`src/rtl/pipe_pkg.sv`:
```
// Shared types and constants for the decode-stage hazard controller.
package pipe_pkg;

   typedef enum logic [1:0] {
      FWD_RF = 2'd0,
      FWD_EX = 2'd1,
      FWD_WB = 2'd2
   } fwd_sel_t;

   typedef enum logic {
      RUN      = 1'b0,
      LU_STALL = 1'b1
   } hz_state_t;

   localparam logic [1:0] WB_ALU = 2'd0;
   localparam logic [1:0] WB_MEM = 2'd1;
   localparam logic [1:0] WB_PC  = 2'd2;

   // Destination-tracking entry for one downstream stage.
   typedef struct packed {
      logic       v;
      logic [4:0] waddr;
      logic       reg_wr;
      logic       rd;
   } shadow_t;

   localparam logic [4:0] REG_X0 = 5'd0;

endpackage

```
`src/rtl/hazard_ctrl_if.sv`:
```
// Decode-stage bundle into the hazard controller and its gated/hazard outputs.
interface hazard_ctrl_if;
   import pipe_pkg::*;

   logic [4:0] raddr1;
   logic [4:0] raddr2;
   logic [4:0] waddr;
   logic       reg_wr_in;
   logic       rd_in;
   logic       cs_in;
   logic [1:0] wb_sel_in;
   logic       br_taken_in;
   logic       br_taken_e;

   logic       reg_wr;
   logic       rd;
   logic       cs;
   logic [1:0] wb_sel;
   logic       br_taken;
   logic       stall;
   logic       flush;
   fwd_sel_t   fwd_a;
   fwd_sel_t   fwd_b;

   modport master (
      output raddr1, raddr2, waddr, reg_wr_in, rd_in, cs_in, wb_sel_in, br_taken_in, br_taken_e,
      input  reg_wr, rd, cs, wb_sel, br_taken, stall, flush, fwd_a, fwd_b
   );

   modport slave (
      input  raddr1, raddr2, waddr, reg_wr_in, rd_in, cs_in, wb_sel_in, br_taken_in, br_taken_e,
      output reg_wr, rd, cs, wb_sel, br_taken, stall, flush, fwd_a, fwd_b
   );

endinterface

```
`src/rtl/hz_match.sv`:
```
// Source-vs-shadow comparator; x0 never matches.
module hz_match
   import pipe_pkg::*;
(
   input  logic [4:0] addr,
   input  shadow_t    ent,
   output logic       hit
);

   assign hit = ent.v & ent.reg_wr & (ent.waddr == addr) & (addr != REG_X0);

endmodule

```
`src/rtl/hazard_ctrl.sv`:
```
// Stall/flush/forwarding control for the decode stage.
// Define HAZARD_FWD_EN for forwarding; otherwise every RAW hazard stalls.
module hazard_ctrl
   import pipe_pkg::*;
(
   input logic         clk,
   input logic         rst,
   hazard_ctrl_if.slave bus
);

   shadow_t  e_q, w_q, e_d;
   logic     m1e, m2e, m1w, m2w;
   logic     stall_c, flush_c, bubble;
   fwd_sel_t fwd_a_c, fwd_b_c;

   hz_match u_m1e (.addr(bus.raddr1), .ent(e_q), .hit(m1e));
   hz_match u_m2e (.addr(bus.raddr2), .ent(e_q), .hit(m2e));
   hz_match u_m1w (.addr(bus.raddr1), .ent(w_q), .hit(m1w));
   hz_match u_m2w (.addr(bus.raddr2), .ent(w_q), .hit(m2w));

`ifdef HAZARD_FWD_EN
   hz_state_t state_q, state_d;

   always_ff @(posedge clk or posedge rst) begin
      if (rst) state_q <= RUN;
      else     state_q <= state_d;
   end

   // Flush wins over a simultaneous load-use; the pending stall is dropped.
   always_comb begin
      state_d = RUN;
      stall_c = 1'b0;
      flush_c = 1'b0;
      if (bus.br_taken_e) begin
         flush_c = 1'b1;
      end else if ((state_q == RUN) && (m1e | m2e) && e_q.rd) begin
         stall_c = 1'b1;
         state_d = LU_STALL;
      end
   end

   always_comb begin
      fwd_a_c = FWD_RF;
      fwd_b_c = FWD_RF;
      if (m1e & ~e_q.rd) fwd_a_c = FWD_EX;
      else if (m1w)      fwd_a_c = FWD_WB;
      if (m2e & ~e_q.rd) fwd_b_c = FWD_EX;
      else if (m2w)      fwd_b_c = FWD_WB;
   end
`else
   always_comb begin
      stall_c = 1'b0;
      flush_c = 1'b0;
      if (bus.br_taken_e)                flush_c = 1'b1;
      else if (m1e | m2e | m1w | m2w)    stall_c = 1'b1;
   end

   assign fwd_a_c = FWD_RF;
   assign fwd_b_c = FWD_RF;
`endif

   assign bubble = stall_c | flush_c;

   always_comb begin
      e_d        = '0;
      e_d.v      = ~bubble;
      e_d.waddr  = bus.waddr;
      e_d.reg_wr = bus.reg_wr_in & ~bubble;
      e_d.rd     = bus.rd_in & ~bubble;
   end

   always_ff @(posedge clk or posedge rst) begin
      if (rst) begin
         e_q <= '0;
         w_q <= '0;
      end else begin
         e_q <= e_d;
         w_q <= e_q;
      end
   end

   always_comb begin
      bus.reg_wr   = bus.reg_wr_in & ~bubble;
      bus.rd       = bus.rd_in & ~bubble;
      bus.cs       = bus.cs_in & ~bubble;
      bus.wb_sel   = bubble ? WB_ALU : bus.wb_sel_in;
      bus.br_taken = bus.br_taken_in & ~bubble;
      bus.stall    = stall_c;
      bus.flush    = flush_c;
      bus.fwd_a    = fwd_a_c;
      bus.fwd_b    = fwd_b_c;
      if (rst) begin
         bus.reg_wr   = 1'b0;
         bus.rd       = 1'b0;
         bus.cs       = 1'b0;
         bus.wb_sel   = WB_ALU;
         bus.br_taken = 1'b0;
         bus.stall    = 1'b0;
         bus.flush    = 1'b0;
         bus.fwd_a    = FWD_RF;
         bus.fwd_b    = FWD_RF;
      end
   end

endmodule

```
`src/flat_wrapper.sv`:
```
// flat-port wrapper written by rule: the top's interface ports become plain ports
module hazard_ctrl_flat import pipe_pkg::*;
  (clk, rst, bus_raddr1, bus_raddr2, bus_waddr, bus_reg_wr_in, bus_rd_in, bus_cs_in, bus_wb_sel_in, bus_br_taken_in, bus_br_taken_e, bus_reg_wr, bus_rd, bus_cs, bus_wb_sel, bus_br_taken, bus_stall, bus_flush, bus_fwd_a, bus_fwd_b);
  hazard_ctrl_if bus_i ();
  input logic clk;
  input logic rst;
  input wire logic [$bits(bus_i.raddr1)-1:0] bus_raddr1;
  input wire logic [$bits(bus_i.raddr2)-1:0] bus_raddr2;
  input wire logic [$bits(bus_i.waddr)-1:0] bus_waddr;
  input wire logic [$bits(bus_i.reg_wr_in)-1:0] bus_reg_wr_in;
  input wire logic [$bits(bus_i.rd_in)-1:0] bus_rd_in;
  input wire logic [$bits(bus_i.cs_in)-1:0] bus_cs_in;
  input wire logic [$bits(bus_i.wb_sel_in)-1:0] bus_wb_sel_in;
  input wire logic [$bits(bus_i.br_taken_in)-1:0] bus_br_taken_in;
  input wire logic [$bits(bus_i.br_taken_e)-1:0] bus_br_taken_e;
  output wire logic [$bits(bus_i.reg_wr)-1:0] bus_reg_wr;
  output wire logic [$bits(bus_i.rd)-1:0] bus_rd;
  output wire logic [$bits(bus_i.cs)-1:0] bus_cs;
  output wire logic [$bits(bus_i.wb_sel)-1:0] bus_wb_sel;
  output wire logic [$bits(bus_i.br_taken)-1:0] bus_br_taken;
  output wire logic [$bits(bus_i.stall)-1:0] bus_stall;
  output wire logic [$bits(bus_i.flush)-1:0] bus_flush;
  output wire logic [$bits(bus_i.fwd_a)-1:0] bus_fwd_a;
  output wire logic [$bits(bus_i.fwd_b)-1:0] bus_fwd_b;
  assign bus_i.raddr1 = bus_raddr1;
  assign bus_i.raddr2 = bus_raddr2;
  assign bus_i.waddr = bus_waddr;
  assign bus_i.reg_wr_in = bus_reg_wr_in;
  assign bus_i.rd_in = bus_rd_in;
  assign bus_i.cs_in = bus_cs_in;
  assign bus_i.wb_sel_in = bus_wb_sel_in;
  assign bus_i.br_taken_in = bus_br_taken_in;
  assign bus_i.br_taken_e = bus_br_taken_e;
  assign bus_reg_wr = bus_i.reg_wr;
  assign bus_rd = bus_i.rd;
  assign bus_cs = bus_i.cs;
  assign bus_wb_sel = bus_i.wb_sel;
  assign bus_br_taken = bus_i.br_taken;
  assign bus_stall = bus_i.stall;
  assign bus_flush = bus_i.flush;
  assign bus_fwd_a = bus_i.fwd_a;
  assign bus_fwd_b = bus_i.fwd_b;
  hazard_ctrl u_core (.clk(clk), .rst(rst), .bus(bus_i));
endmodule
```
`config.mk`:
```
export PLATFORM = sky130hd
export DESIGN_NAME = hazard_ctrl_flat
export DESIGN_NICKNAME = d
export VERILOG_FILES = /design/src/rtl/pipe_pkg.sv /design/src/rtl/hazard_ctrl_if.sv /design/src/rtl/hz_match.sv /design/src/rtl/hazard_ctrl.sv /design/src/flat_wrapper.sv
export SDC_FILE = /design/constraint.sdc
export NUM_CORES = 1
export LEC_CHECK = 0
export ABC_CLOCK_PERIOD_IN_PS = 3500
export CAP_MARGIN = 25
export CORE_MARGIN = 5
export CORE_UTILIZATION = 42
export CTS_CLUSTER_DIAMETER = 120
export CTS_CLUSTER_SIZE = 40
export DETAILED_ROUTE_END_ITERATION = 10
export PLACE_DENSITY_LB_ADDON = 0.15
export SLEW_MARGIN = 20
export SYNTH_ARGS = -nofsm -noshare
export SYNTH_HDL_FRONTEND = slang
export SYNTH_SLANG_ARGS = --single-unit
export TNS_END_PERCENT = 10
```
`constraint.sdc`:
```
create_clock -name clk -period 3.5 [get_ports clk]
set_input_delay 0.875 -clock clk [delete_from_list [all_inputs] [get_ports clk]]
set_output_delay 0.875 -clock clk [all_outputs]
set_load 0.005 [all_outputs]
```
==> results of run 1 <==
cells in the final DEF (no fill, tap or decap), drive strengths merged:
| cell type | Yosys | final |
|---|---|---|
| xor2 | 20 | 20 |
| clkdlybuf4s50 | 0 | 18 |
| nor2 | 14 | 14 |
| dfrtp | 14 | 14 |
| nand2 | 10 | 10 |
| dlygate4sd2 | 0 | 10 |
| nand3 | 4 | 4 |
| conb | 1 | 4 |
| clkbuf | 0 | 4 |
| nor4 | 4 | 4 |
| dlymetal6s2s | 0 | 3 |
| nor3 | 2 | 2 |
| buf | 4 | 2 |
| nand4 | 1 | 1 |
| inv | 1 | 1 |
| nor2b | 1 | 1 |
| and2 | 1 | 1 |
| nor3b | 1 | 1 |
stage by stage:
| step | setup WS (ps) | total power (uW) | instances | setup TNS [ps] | cell area [sq um] |
|---|---|---|---|---|---|
| floorplan | 921 | 209 | 81 | 0 | 752 |
| global placement | -141 | 250 | 135 | -663 | 1080 |
| detailed placement | -163 | 251 | 135 | -849 | 1080 |
| CTS | 24.4 | 362 | 139 | 0 | 1120 |
| global route | 9.44 | 379 | 139 | 0 | 1140 |
| finish | 62.3 | 358 | 139 | 0 | 1140 |
where the power goes:
part	total [uW]	switching (uW)	internal, uW
Sequential	178	7.59	170
Combinational	69.4	30.7	38.6
Clock	111	47.6	63.3
Total	358	85.9	272
sequential cells by signal, indices dropped and copies added (netlist names):
signal      count
u_core.w_q      7
u_core.e_q      7
area by class of cell:
type / instances / area share (%)
sequential: 14 / 30.7
multi-input combinational: 62 / 35.0
timing repair buffer: 33 / 28.1
inverter: 1 / 0.329
clock buffer: 4 / 3.18
tap: 25 / 2.74
metal layers:
| layer | vias to the layer above | part of all wire [%] | global-route usage (%) |
|---|---|---|---|
| li1 | 317 | - | - |
| met2 | 19 | 52 | 23.4 |
| met1 | 312 | 41 | 19.0 |
| met4 | 0 | 1.0 | 5.24 |
| met3 | 2 | 5.7 | 3.72 |
| met5 | - | 0 | 0 |
repair_timing:
action / in CTS / in global routing
setup buffers: 0 / 0
pin swaps: 7 / 6
endpoints found under the setup margin: 7 / 5
gates resized for setup: 13 / 5
cloned: 0 / 0
worst paths after layout:
check,startpoint,end,cells past startpoint
worst max-delay path,bus_raddr2[2],bus_br_taken,8
worst min register to register,u_core.e_q[7],u_core.w_q[7],0
max in group asynchronous,rst,u_core.w_q[5],2
worst max register to register,u_core.e_q[5],u_core.e_q[1],6
min in group asynchronous,rst,u_core.e_q[1],2
worst min-delay path,u_core.e_q[7],u_core.w_q[7],0
cells by family after synthesis:
family                 count (synthesis)  synth area share [%]
XOR/XNOR                              20                  23.6
buffers and inverters                  5                  4.56
flip-flops                            14                  47.3
other                                  1                 0.506
AND/OR/NAND/NOR                       38                  24.0
==> impl_metrics.prom, run 1 <==
# TYPE chip_impl_metric gauge
chip_impl_metric{name="syn_avg_cell_area",unit="sq um"} 9.50
chip_impl_info{name="critPathLaunchType",value="input port"} 1
chip_impl_metric{name="dieWidth",unit="um"} 52.0
chip_impl_metric{name="synth_top_cell_area_share",unit="%"} 47.3
chip_impl_info{name="endpoint_kind",value="primary output"} 1
chip_impl_metric{name="ctsHtreeMaxLevel",unit=""} 1
chip_impl_metric{name="detailed_routing_iterations_pass_1",unit=""} 4
chip_impl_metric{name="design.portCount",unit=""} 36
chip_impl_metric{name="slew_headroom",unit="%"} 66.1
chip_impl_metric{name="path_buf_inv",unit=""} 3
chip_impl_metric{name="synth.yosys.warnings",unit=""} 0
chip_impl_metric{name="vias_per_cell",unit=""} 4.68
chip_impl_metric{name="worst-endpoint-required",unit="ps"} 2620
chip_impl_metric{name="buffer_ports.inserted",unit=""} 31
chip_impl_metric{name="synth.yosys.seq_area_share",unit="%"} 47.3
chip_impl_metric{name="clock-sinks",unit=""} 14
chip_impl_metric{name="worst_ep_arrival_time",unit="ps"} 2560
chip_impl_metric{name="setup_violations",unit=""} 0
chip_impl_metric{name="vdd_ir_drop_max",unit="uV"} 279
chip_impl_metric{name="timing_worst_slew_pin_value",unit="ps"} 508
chip_impl_metric{name="final_core_utilization",unit="%"} 66.8
chip_impl_metric{name="area_delta_synth_final",unit="%"} 54.1
chip_impl_metric{name="detail-route-antenna-nets",unit=""} 0
chip_impl_metric{name="clk_path_buf_depth",unit=""} 2
chip_impl_metric{name="floorplan.initialDensity",unit="%"} 43.4
chip_impl_info{name="post-synth-top-count-cell",value="sky130_fd_sc_hd__xor2_1"} 1
chip_impl_info{name="cts-root-buf",value="sky130_fd_sc_hd__clkbuf_4"} 1
chip_impl_metric{name="cts-buffers-inserted",unit=""} 3
chip_impl_metric{name="first_global_vias",unit=""} 639
chip_impl_metric{name="final_worst_clock_skew",unit="ps"} 1.85
chip_impl_metric{name="post_synth_instance_area",unit="sq um"} 741
chip_impl_metric{name="hold_slack",unit="ps"} 393
chip_impl_metric{name="max_freq",unit="MHz"} 291
chip_impl_metric{name="fp-row-count",unit=""} 15
chip_impl_metric{name="floorplan.die.height",unit="um"} 52.0
chip_impl_info{name="cell_with_the_largest_stage_delay_on_the_worst_path",value="sky130_fd_sc_hd__clkdlybuf4s50_1"} 1
chip_impl_metric{name="drc",unit=""} 0
chip_impl_metric{name="pin_count_of_the_biggest_net_entering_global_routing",unit=""} 15
chip_impl_metric{name="core",unit="sq um"} 1710
chip_impl_metric{name="grt_overflow",unit=""} 0
chip_impl_metric{name="globalRouteTotalUtil",unit="%"} 14.7
chip_impl_info{name="netlist_top_cells_area",value="sky130_fd_sc_hd__dfrtp_1 47%, sky130_fd_sc_hd__xor2_1 24%, sky130_fd_sc_hd__nor2_1 7.1%"} 1
chip_impl_info{name="outcome",value="finished, final reports clean"} 1
chip_impl_metric{name="power_leakage",unit="uW"} 0.000555
chip_impl_info{name="synth_largest_area_cell",value="sky130_fd_sc_hd__dfrtp_1"} 1
chip_impl_metric{name="ys_ff_latch",unit=""} 14
chip_impl_metric{name="ff2ff_setup_slack",unit="ps"} 2010
chip_impl_metric{name="timing.critical_path.slowest_cell_delay",unit="ps"} 440
chip_impl_metric{name="slew_violations",unit=""} 0
chip_impl_metric{name="layout_min_cycle_time",unit="ps"} 3440
chip_impl_info{name="synthTopCellsByCount",value="20 x sky130_fd_sc_hd__xor2_1, 14 x sky130_fd_sc_hd__dfrtp_1, 14 x sky130_fd_sc_hd__nor2_1"} 1
chip_impl_info{name="synth_flop_cell",value="sky130_fd_sc_hd__dfrtp_1"} 1
chip_impl_metric{name="first_iter_violations",unit=""} 9
chip_impl_metric{name="grt_antenna_before_repair",unit=""} 0
chip_impl_metric{name="multiInputGateArea",unit="sq um"} 399
chip_impl_metric{name="maxCapViolCount",unit=""} 0
chip_impl_metric{name="cts_hold_repair.buffers",unit=""} 0
chip_impl_metric{name="wirelength",unit="um"} 1810
chip_impl_metric{name="synth-async-reset-ratio",unit="%"} 100
chip_impl_metric{name="hold_viol_final",unit=""} 0
chip_impl_metric{name="cp_max_fo",unit=""} 5
chip_impl_info{name="timing.critical_path.cells",value="dlygate4sd2_1 > xor2_1 > nor4_1 > nand3_1 > nand4_4 > buf_4 > nor2_1 > clkdlybuf4s50_1"} 1
chip_impl_info{name="setup.worst_path.class",value="input port to primary output"} 1
chip_impl_metric{name="detail_route.wl_per_cell",unit="um"} 13.0
chip_impl_info{name="worst_path_dominant_cell_family",value="buffers and inverters"} 1
chip_impl_metric{name="routed-via-count",unit=""} 650
chip_impl_info{name="rsz0062_at_grt",value="false"} 1
chip_impl_metric{name="number_of_flops_mapped_to_enable_cells_by_yosys",unit=""} 0
chip_impl_metric{name="worst_setup_hold_path_clk_slew",unit="ps"} 80
chip_impl_info{name="hold_path.class",value="flip-flop to flip-flop"} 1
chip_impl_metric{name="filler_cells_inserted",unit=""} 164
chip_impl_metric{name="first_pass_grt_wire_length",unit="um"} 2900
chip_impl_metric{name="gpl.final_weighted_congestion",unit=""} 0.799
chip_impl_metric{name="detail_placement_hpwl",unit="um"} 1510
chip_impl_metric{name="power_per_cell_area",unit="nW/um^2"} 314
chip_impl_metric{name="synth_cell_types",unit=""} 14
chip_impl_metric{name="fraction_of_layout_instances_using_a_drive_strength_above_1",unit="%"} 9.65
chip_impl_metric{name="final.period_utilization",unit="%"} 98.2
chip_impl_metric{name="n_antenna_cell",unit=""} 0
chip_impl_metric{name="worst_skew_pair.late_latency",unit="ps"} 270
chip_impl_metric{name="finalNetCount",unit=""} 139
chip_impl_metric{name="fp.dieArea",unit="sq um"} 2700
chip_impl_metric{name="area.sequential",unit="sq um"} 350
chip_impl_metric{name="postSynthCellCount",unit=""} 78
chip_impl_info{name="tritoncts",value="done"} 1
Power figures use the tool's default switching activity.
==> run 2, diff against run 1 <==
- CORE_UTILIZATION: 42 -> 50
- DONT_BUFFER_PORTS: default -> 1
==> impl_metrics.prom, run 2 (synthesis gave the netlist of run 1 again) <==
# TYPE chip_impl_metric gauge
chip_impl_info{name="outcome",value="finished, final reports clean"} 1
chip_impl_metric{name="fp.dieArea",unit="sq um"} 2350
chip_impl_info{name="timing.critical_path.cells",value="xor2_1 > nor4_1 > nand3_1 > nand4_2 > and2_1"} 1
chip_impl_metric{name="finalNetCount",unit=""} 106
chip_impl_metric{name="detail-route-antenna-nets",unit=""} 0
chip_impl_metric{name="clock-sinks",unit=""} 14
chip_impl_metric{name="fraction_of_layout_instances_using_a_drive_strength_above_1",unit="%"} 6.17
chip_impl_metric{name="hold_slack",unit="ps"} 382
chip_impl_metric{name="worst_setup_hold_path_clk_slew",unit="ps"} 80
chip_impl_metric{name="wirelength",unit="um"} 1360
chip_impl_metric{name="layout_min_cycle_time",unit="ps"} 2750
chip_impl_metric{name="final_cells",unit=""} 96
chip_impl_metric{name="ctsHtreeMaxLevel",unit=""} 1
chip_impl_metric{name="detail_route.wl_per_cell",unit="um"} 14.2
chip_impl_metric{name="area_delta_synth_final",unit="%"} 4.90
chip_impl_metric{name="max_freq",unit="MHz"} 364
chip_impl_metric{name="power_leakage",unit="uW"} 0.000354
chip_impl_info{name="grt.busiest_layer",value="met2"} 1
chip_impl_metric{name="detail_placement_hpwl",unit="um"} 1220
chip_impl_info{name="tritoncts",value="done"} 1
chip_impl_metric{name="design.portCount",unit=""} 36
chip_impl_metric{name="routed-via-count",unit=""} 500
chip_impl_metric{name="power_per_cell_area",unit="nW/um^2"} 408
chip_impl_metric{name="setup_violations",unit=""} 0
chip_impl_metric{name="grt_use_met3",unit="%"} 4.28
chip_impl_info{name="worst_path_dominant_cell_family",value="simple AND/OR/NAND/NOR gates"} 1
chip_impl_metric{name="cts_hold_repair.buffers",unit=""} 0
chip_impl_metric{name="cts-buffers-inserted",unit=""} 3
chip_impl_info{name="rsz0062_at_grt",value="false"} 1
chip_impl_info{name="largestRegisters",value="u_core.e_q x7, u_core.w_q x7"} 1
chip_impl_metric{name="filler_cells_inserted",unit=""} 119
chip_impl_metric{name="n_antenna_cell",unit=""} 0
chip_impl_metric{name="final.period_utilization",unit="%"} 78.5
chip_impl_metric{name="hold_viol_final",unit=""} 0
chip_impl_metric{name="cp_max_fo",unit=""} 9
chip_impl_metric{name="timing.critical_path.slowest_cell_delay",unit="ps"} 350
chip_impl_info{name="hold_path.class",value="flip-flop to flip-flop"} 1
chip_impl_info{name="cts-root-buf",value="sky130_fd_sc_hd__clkbuf_4"} 1
chip_impl_metric{name="dieWidth",unit="um"} 48.5
chip_impl_metric{name="maxCapViolCount",unit=""} 0
chip_impl_metric{name="pin_count_of_the_biggest_net_entering_global_routing",unit=""} 15
chip_impl_metric{name="vdd_ir_drop_max",unit="uV"} 249
chip_impl_metric{name="critical_path_depth",unit=""} 5
chip_impl_metric{name="gpl.final_weighted_congestion",unit=""} 0.836
chip_impl_metric{name="clk_path_buf_depth",unit=""} 2
chip_impl_info{name="endpoint_kind",value="primary output"} 1
chip_impl_info{name="critPathLaunchType",value="input port"} 1
chip_impl_metric{name="ctsResizeCount",unit=""} 0
chip_impl_metric{name="buffer_ports.inserted",unit=""} 0
chip_impl_metric{name="grt_util_met2",unit="%"} 19.8
chip_impl_metric{name="first_global_vias",unit=""} 506
chip_impl_metric{name="worst-endpoint-required",unit="ps"} 2620
chip_impl_metric{name="count_of_placed_standard_cells_including_taps",unit=""} 92
chip_impl_metric{name="worst_ep_arrival_time",unit="ps"} 1870
chip_impl_metric{name="rr_worst_depth",unit=""} 5
chip_impl_info{name="final_cell_mix",value="20 x sky130_fd_sc_hd__xor2_1, 14 x sky130_fd_sc_hd__nor2_1, 14 x sky130_fd_sc_hd__dfrtp_1"} 1
chip_impl_metric{name="grt_overflow",unit=""} 0
chip_impl_metric{name="grt_antenna_before_repair",unit=""} 0
chip_impl_metric{name="power",unit="uW"} 317
chip_impl_metric{name="core",unit="sq um"} 1350
chip_impl_metric{name="global_route.usage.met1",unit="%"} 14.8
chip_impl_metric{name="globalRouteTotalUtil",unit="%"} 12.1
chip_impl_metric{name="min_path_cells",unit=""} 0
chip_impl_metric{name="worst_skew_pair.late_latency",unit="ps"} 270
chip_impl_metric{name="drc",unit=""} 0
chip_impl_metric{name="floorplan.die.height",unit="um"} 48.5
chip_impl_metric{name="vias_per_cell",unit=""} 5.21
chip_impl_metric{name="fp-row-count",unit=""} 13
chip_impl_metric{name="detailed_routing_iterations_pass_1",unit=""} 4
chip_impl_metric{name="post_route_setup_tns",unit="ps"} 0
chip_impl_metric{name="first_pass_grt_wire_length",unit="um"} 2290
chip_impl_metric{name="first_iter_violations",unit=""} 2
chip_impl_metric{name="final_worst_clock_skew",unit="ps"} 2.11
chip_impl_info{name="layout_commonest_cell",value="sky130_fd_sc_hd__xor2_1"} 1
chip_impl_metric{name="floorplan.initialDensity",unit="%"} 54.9
chip_impl_info{name="setup.worst_path.class",value="input port to primary output"} 1
chip_impl_metric{name="cts_setup_buffers",unit=""} 0
chip_impl_metric{name="path_buf_inv",unit=""} 0
chip_impl_metric{name="slew_violations",unit=""} 0
chip_impl_metric{name="ff2ff_setup_slack",unit="ps"} 2060
chip_impl_info{name="cell_with_the_largest_stage_delay_on_the_worst_path",value="sky130_fd_sc_hd__nor4_1"} 1
[run 2: cell types whose count changed in the layout (fill, tap and decap cells not counted), moves of 2 or more]
cell	delta
sky130_fd_sc_hd__nor4_2	-2
sky130_fd_sc_hd__buf_4	-2
sky130_fd_sc_hd__dlygate4sd2_1	-10
sky130_fd_sc_hd__dlymetal6s2s_1	-3
sky130_fd_sc_hd__nor4_1	+2
sky130_fd_sc_hd__nor3_2	-2
sky130_fd_sc_hd__clkdlybuf4s50_1	-18
sky130_fd_sc_hd__nor3_1	+2
[run 2: path summary, 6_finish.rpt]
path                               startpoint       endpoint
worst max-delay path            bus_raddr2[1]      bus_stall
max in group asynchronous                 rst  u_core.e_q[3]
worst max register to register  u_core.w_q[3]  u_core.e_q[1]
worst min register to register  u_core.e_q[7]  u_core.w_q[7]
min in group asynchronous                 rst  u_core.e_q[2]
worst min-delay path            u_core.e_q[7]  u_core.w_q[7]
[run 2: power breakdown]
group	internal, uW	switching [uW]
combinational	14.1	17.0
clock	63.1	45.5
sequential	170	7.32
total	247	69.8
[run 2: final cells by class]
cell class | instances | area [sq um] | share of cell area, %
clock buffer | 4 | 36.3 | 4.67
inverter | 1 | 3.75 | 0.483
multi-input combinational | 62 | 368 | 47.3
sequential | 14 | 350 | 45.1
tap | 15 | 18.8 | 2.42
[run 2: worst register-to-register path: stages (launching register included)]
cell                      delay, ps
sky130_fd_sc_hd__dfrtp_1        410
sky130_fd_sc_hd__xor2_1         150
sky130_fd_sc_hd__nor4_1         350
sky130_fd_sc_hd__nand3_1        150
sky130_fd_sc_hd__nand4_2        200
sky130_fd_sc_hd__nor3b_1         80
[run 2: per-layer routing]
| metal | part of all wire (%) | vias to the layer above |
|---|---|---|
| met3 | 9.5 | 0 |
| met2 | 51 | 19 |
| met5 | 0 | - |
| met1 | 40 | 230 |
| met4 | 0 | 0 |
| li1 | - | 251 |
[run 2: stage by stage]
| stage | cell area (sq um) | setup WS [ps] | util, % |
|---|---|---|---|
| floorplan | 752 | 921 | - |
| global placement | 741 | 771 | 54.9 |
| detailed placement | 741 | 718 | 54.9 |
| CTS | 777 | 713 | 57.6 |
| global route | 777 | 668 | 57.6 |
| finish | 777 | 753 | 57.6 |
==> run 3, diff against run 2 <==
- ABC_CLOCK_PERIOD_IN_PS: 3500 -> 2300
- clock period: 3.5 -> 2.3 ns (I/O delays scaled with it)
==> impl_metrics.prom, run 3 (synthesis gave the netlist of run 1 again) <==
# TYPE chip_impl_metric gauge
chip_impl_metric{name="cp_max_fo",unit=""} 8
chip_impl_metric{name="power_per_cell_area",unit="nW/um^2"} 594
chip_impl_metric{name="slew_violations",unit=""} 0
chip_impl_metric{name="fp-row-count",unit=""} 13
chip_impl_metric{name="detail_route.wl_per_cell",unit="um"} 14.5
chip_impl_info{name="tritoncts",value="done"} 1
chip_impl_metric{name="n_antenna_cell",unit=""} 0
chip_impl_metric{name="hold_viol_final",unit=""} 0
chip_impl_info{name="outcome",value="finished, final reports clean"} 1
chip_impl_metric{name="globalRouteTotalUtil",unit="%"} 12.1
chip_impl_info{name="crit-reg2reg-capture",value="u_core.e_q[1]"} 1
chip_impl_info{name="critPathLaunchType",value="flip-flop"} 1
chip_impl_metric{name="detail_placement_hpwl",unit="um"} 1220
chip_impl_metric{name="routed-via-count",unit=""} 502
chip_impl_metric{name="power_leakage",unit="uW"} 0.000371
chip_impl_metric{name="path_buf_inv",unit=""} 0
chip_impl_info{name="final_cell_mix",value="19 x sky130_fd_sc_hd__xor2_1, 14 x sky130_fd_sc_hd__nor2_1, 13 x sky130_fd_sc_hd__dfrtp_1"} 1
chip_impl_metric{name="ctsHtreeMaxLevel",unit=""} 1
chip_impl_metric{name="final_core_utilization",unit="%"} 61.1
chip_impl_metric{name="grt_antenna_before_repair",unit=""} 0
chip_impl_metric{name="worst_setup_hold_path_clk_slew",unit="ps"} 80
chip_impl_metric{name="first_pass_grt_wire_length",unit="um"} 2290
chip_impl_info{name="worst_path_dominant_cell_family",value="simple AND/OR/NAND/NOR gates"} 1
chip_impl_metric{name="fraction_of_layout_instances_using_a_drive_strength_above_1",unit="%"} 14.5
chip_impl_info{name="cell_with_the_largest_stage_delay_on_the_worst_path",value="sky130_fd_sc_hd__dfrtp_1"} 1
chip_impl_metric{name="worst_skew_pair.late_latency",unit="ps"} 270
chip_impl_metric{name="floorplan.die.height",unit="um"} 48.5
chip_impl_metric{name="wirelength",unit="um"} 1420
chip_impl_metric{name="first_iter_violations",unit=""} 4
chip_impl_metric{name="final_worst_clock_skew",unit="ps"} 2.35
chip_impl_metric{name="cts-buffers-inserted",unit=""} 3
chip_impl_metric{name="cts_hold_repair.buffers",unit=""} 0
chip_impl_metric{name="floorplan.initialDensity",unit="%"} 54.9
chip_impl_metric{name="final_cells",unit=""} 98
chip_impl_metric{name="area_delta_synth_final",unit="%"} 11.3
chip_impl_metric{name="design.portCount",unit=""} 36
chip_impl_metric{name="rr_worst_depth",unit=""} 6
chip_impl_metric{name="hold_slack",unit="ps"} 210
chip_impl_metric{name="setup_violations",unit=""} 0
chip_impl_metric{name="count_of_placed_standard_cells_including_taps",unit=""} 92
chip_impl_metric{name="gpl.final_weighted_congestion",unit=""} 0.836
chip_impl_metric{name="ff2ff_setup_slack",unit="ps"} 830
chip_impl_metric{name="first_global_vias",unit=""} 506
chip_impl_info{name="hold_path.class",value="input port to asynchronous set/reset pin"} 1
chip_impl_metric{name="finalNetCount",unit=""} 108
chip_impl_info{name="rsz0062_at_grt",value="true"} 1
chip_impl_metric{name="pin_count_of_the_biggest_net_entering_global_routing",unit=""} 15
chip_impl_metric{name="drc",unit=""} 0
chip_impl_metric{name="worst_ep_arrival_time",unit="ps"} 1610
chip_impl_metric{name="layout_min_cycle_time",unit="ps"} 2190
chip_impl_metric{name="core",unit="sq um"} 1350
chip_impl_metric{name="vdd_ir_drop_max",unit="uV"} 380
chip_impl_metric{name="clk_path_buf_depth",unit=""} 2
chip_impl_metric{name="fp.dieArea",unit="sq um"} 2350
chip_impl_metric{name="vias_per_cell",unit=""} 5.12
chip_impl_info{name="critical_path.reg2reg.startpoint",value="u_core.e_q[6]"} 1
chip_impl_metric{name="dieWidth",unit="um"} 48.5
chip_impl_metric{name="place_worst_setup_slack",unit="ps"} 118
chip_impl_info{name="layout_commonest_cell",value="sky130_fd_sc_hd__xor2_1"} 1
chip_impl_metric{name="grt_overflow",unit=""} 0
chip_impl_info{name="largestRegisters",value="u_core.e_q x7, u_core.w_q x7"} 1
chip_impl_metric{name="worst-endpoint-required",unit="ps"} 1730
chip_impl_metric{name="setup_ws",unit="ps"} 110
chip_impl_metric{name="timing.critical_path.slowest_cell_delay",unit="ps"} 420
chip_impl_metric{name="detail-route-antenna-nets",unit=""} 0
chip_impl_info{name="setup.worst_path.class",value="flip-flop to primary output"} 1
chip_impl_info{name="cts-root-buf",value="sky130_fd_sc_hd__clkbuf_4"} 1
chip_impl_metric{name="buffer_ports.inserted",unit=""} 0
chip_impl_metric{name="max_freq",unit="MHz"} 457
chip_impl_metric{name="detailed_routing_iterations_pass_1",unit=""} 2
chip_impl_metric{name="clock-sinks",unit=""} 14
chip_impl_info{name="endpoint_kind",value="primary output"} 1
chip_impl_metric{name="final.period_utilization",unit="%"} 95.2
chip_impl_info{name="timing.critical_path.cells",value="xor2_1 > nor4_2 > nand3_1 > nand4_4 > and2_4"} 1
chip_impl_metric{name="maxCapViolCount",unit=""} 0
[run 3: cell types whose count changed in the layout (fill, tap and decap cells not counted), sizes merged]
cell | before | now
buf | 0 | 2
[run 3: what timing repair did]
item | 4_1_cts | 5_1_grt
buffers inserted | 0 | 2
pin swaps | 0 | 6
endpoints found under the setup margin | 1 | 7
gates resized for setup | 1 | 5
[run 3: worst max-delay path by stage]
| stage | startpoint | to | slack [ps] | depth (start not counted) |
|---|---|---|---|---|
| finish | u_core.e_q[6] | bus_stall | 110 | 5 |
| global route | u_core.e_q[4] | bus_stall | -40 | 5 |
| CTS | u_core.e_q[5] | bus_stall | 20 | 5 |
| detailed placement | bus_raddr2[1] | bus_stall | 120 | 5 |
| global placement | bus_raddr2[1] | bus_stall | 170 | 5 |
| floorplan | bus_raddr2[1] | bus_stall | 320 | 5 |
[run 3: layout make-up]
| type | instances | area [sq um] |
|---|---|---|
| tap | 15 | 18.8 |
| timing repair buffer | 2 | 15.0 |
| multi-input combinational | 62 | 399 |
| sequential | 14 | 352 |
| inverter | 1 | 3.75 |
| fill | 123 | 526 |
| clock buffer | 4 | 36.3 |
[run 3: layer usage]
metal | global-route usage, % | routed length, um
met2 | 19.8 | 734
met3 | 4.28 | 146
met1 | 14.8 | 538
met5 | 0 | 0
met4 | 4.04 | 0
[run 3: worst register-to-register path: stages, from the launching register on]
cell	delay (ps)
sky130_fd_sc_hd__dfrtp_1	420
sky130_fd_sc_hd__xor2_1	160
sky130_fd_sc_hd__nor4_2	280
sky130_fd_sc_hd__nand3_1	180
sky130_fd_sc_hd__nand4_4	150
sky130_fd_sc_hd__buf_4	130
sky130_fd_sc_hd__nor3b_1	40
[run 3: power breakdown]
group          switching (uW)  total, uW  internal (uW)  leakage, uW
registers                11.6        271            259     0.000165
logic                    28.8       53.5           24.7     0.000185
clock network            69.7        166           96.1    0.0000210
[run 3: stage by stage]
step / instance area [sq um] / power [uW] / TNS, ps
floorplan: 752 / 318 / 0
finish: 825 / 490 / 0
global placement: 741 / 322 / 0
CTS: 783 / 495 / 0
global route: 825 / 524 / -38.4
detailed placement: 741 / 323 / 0
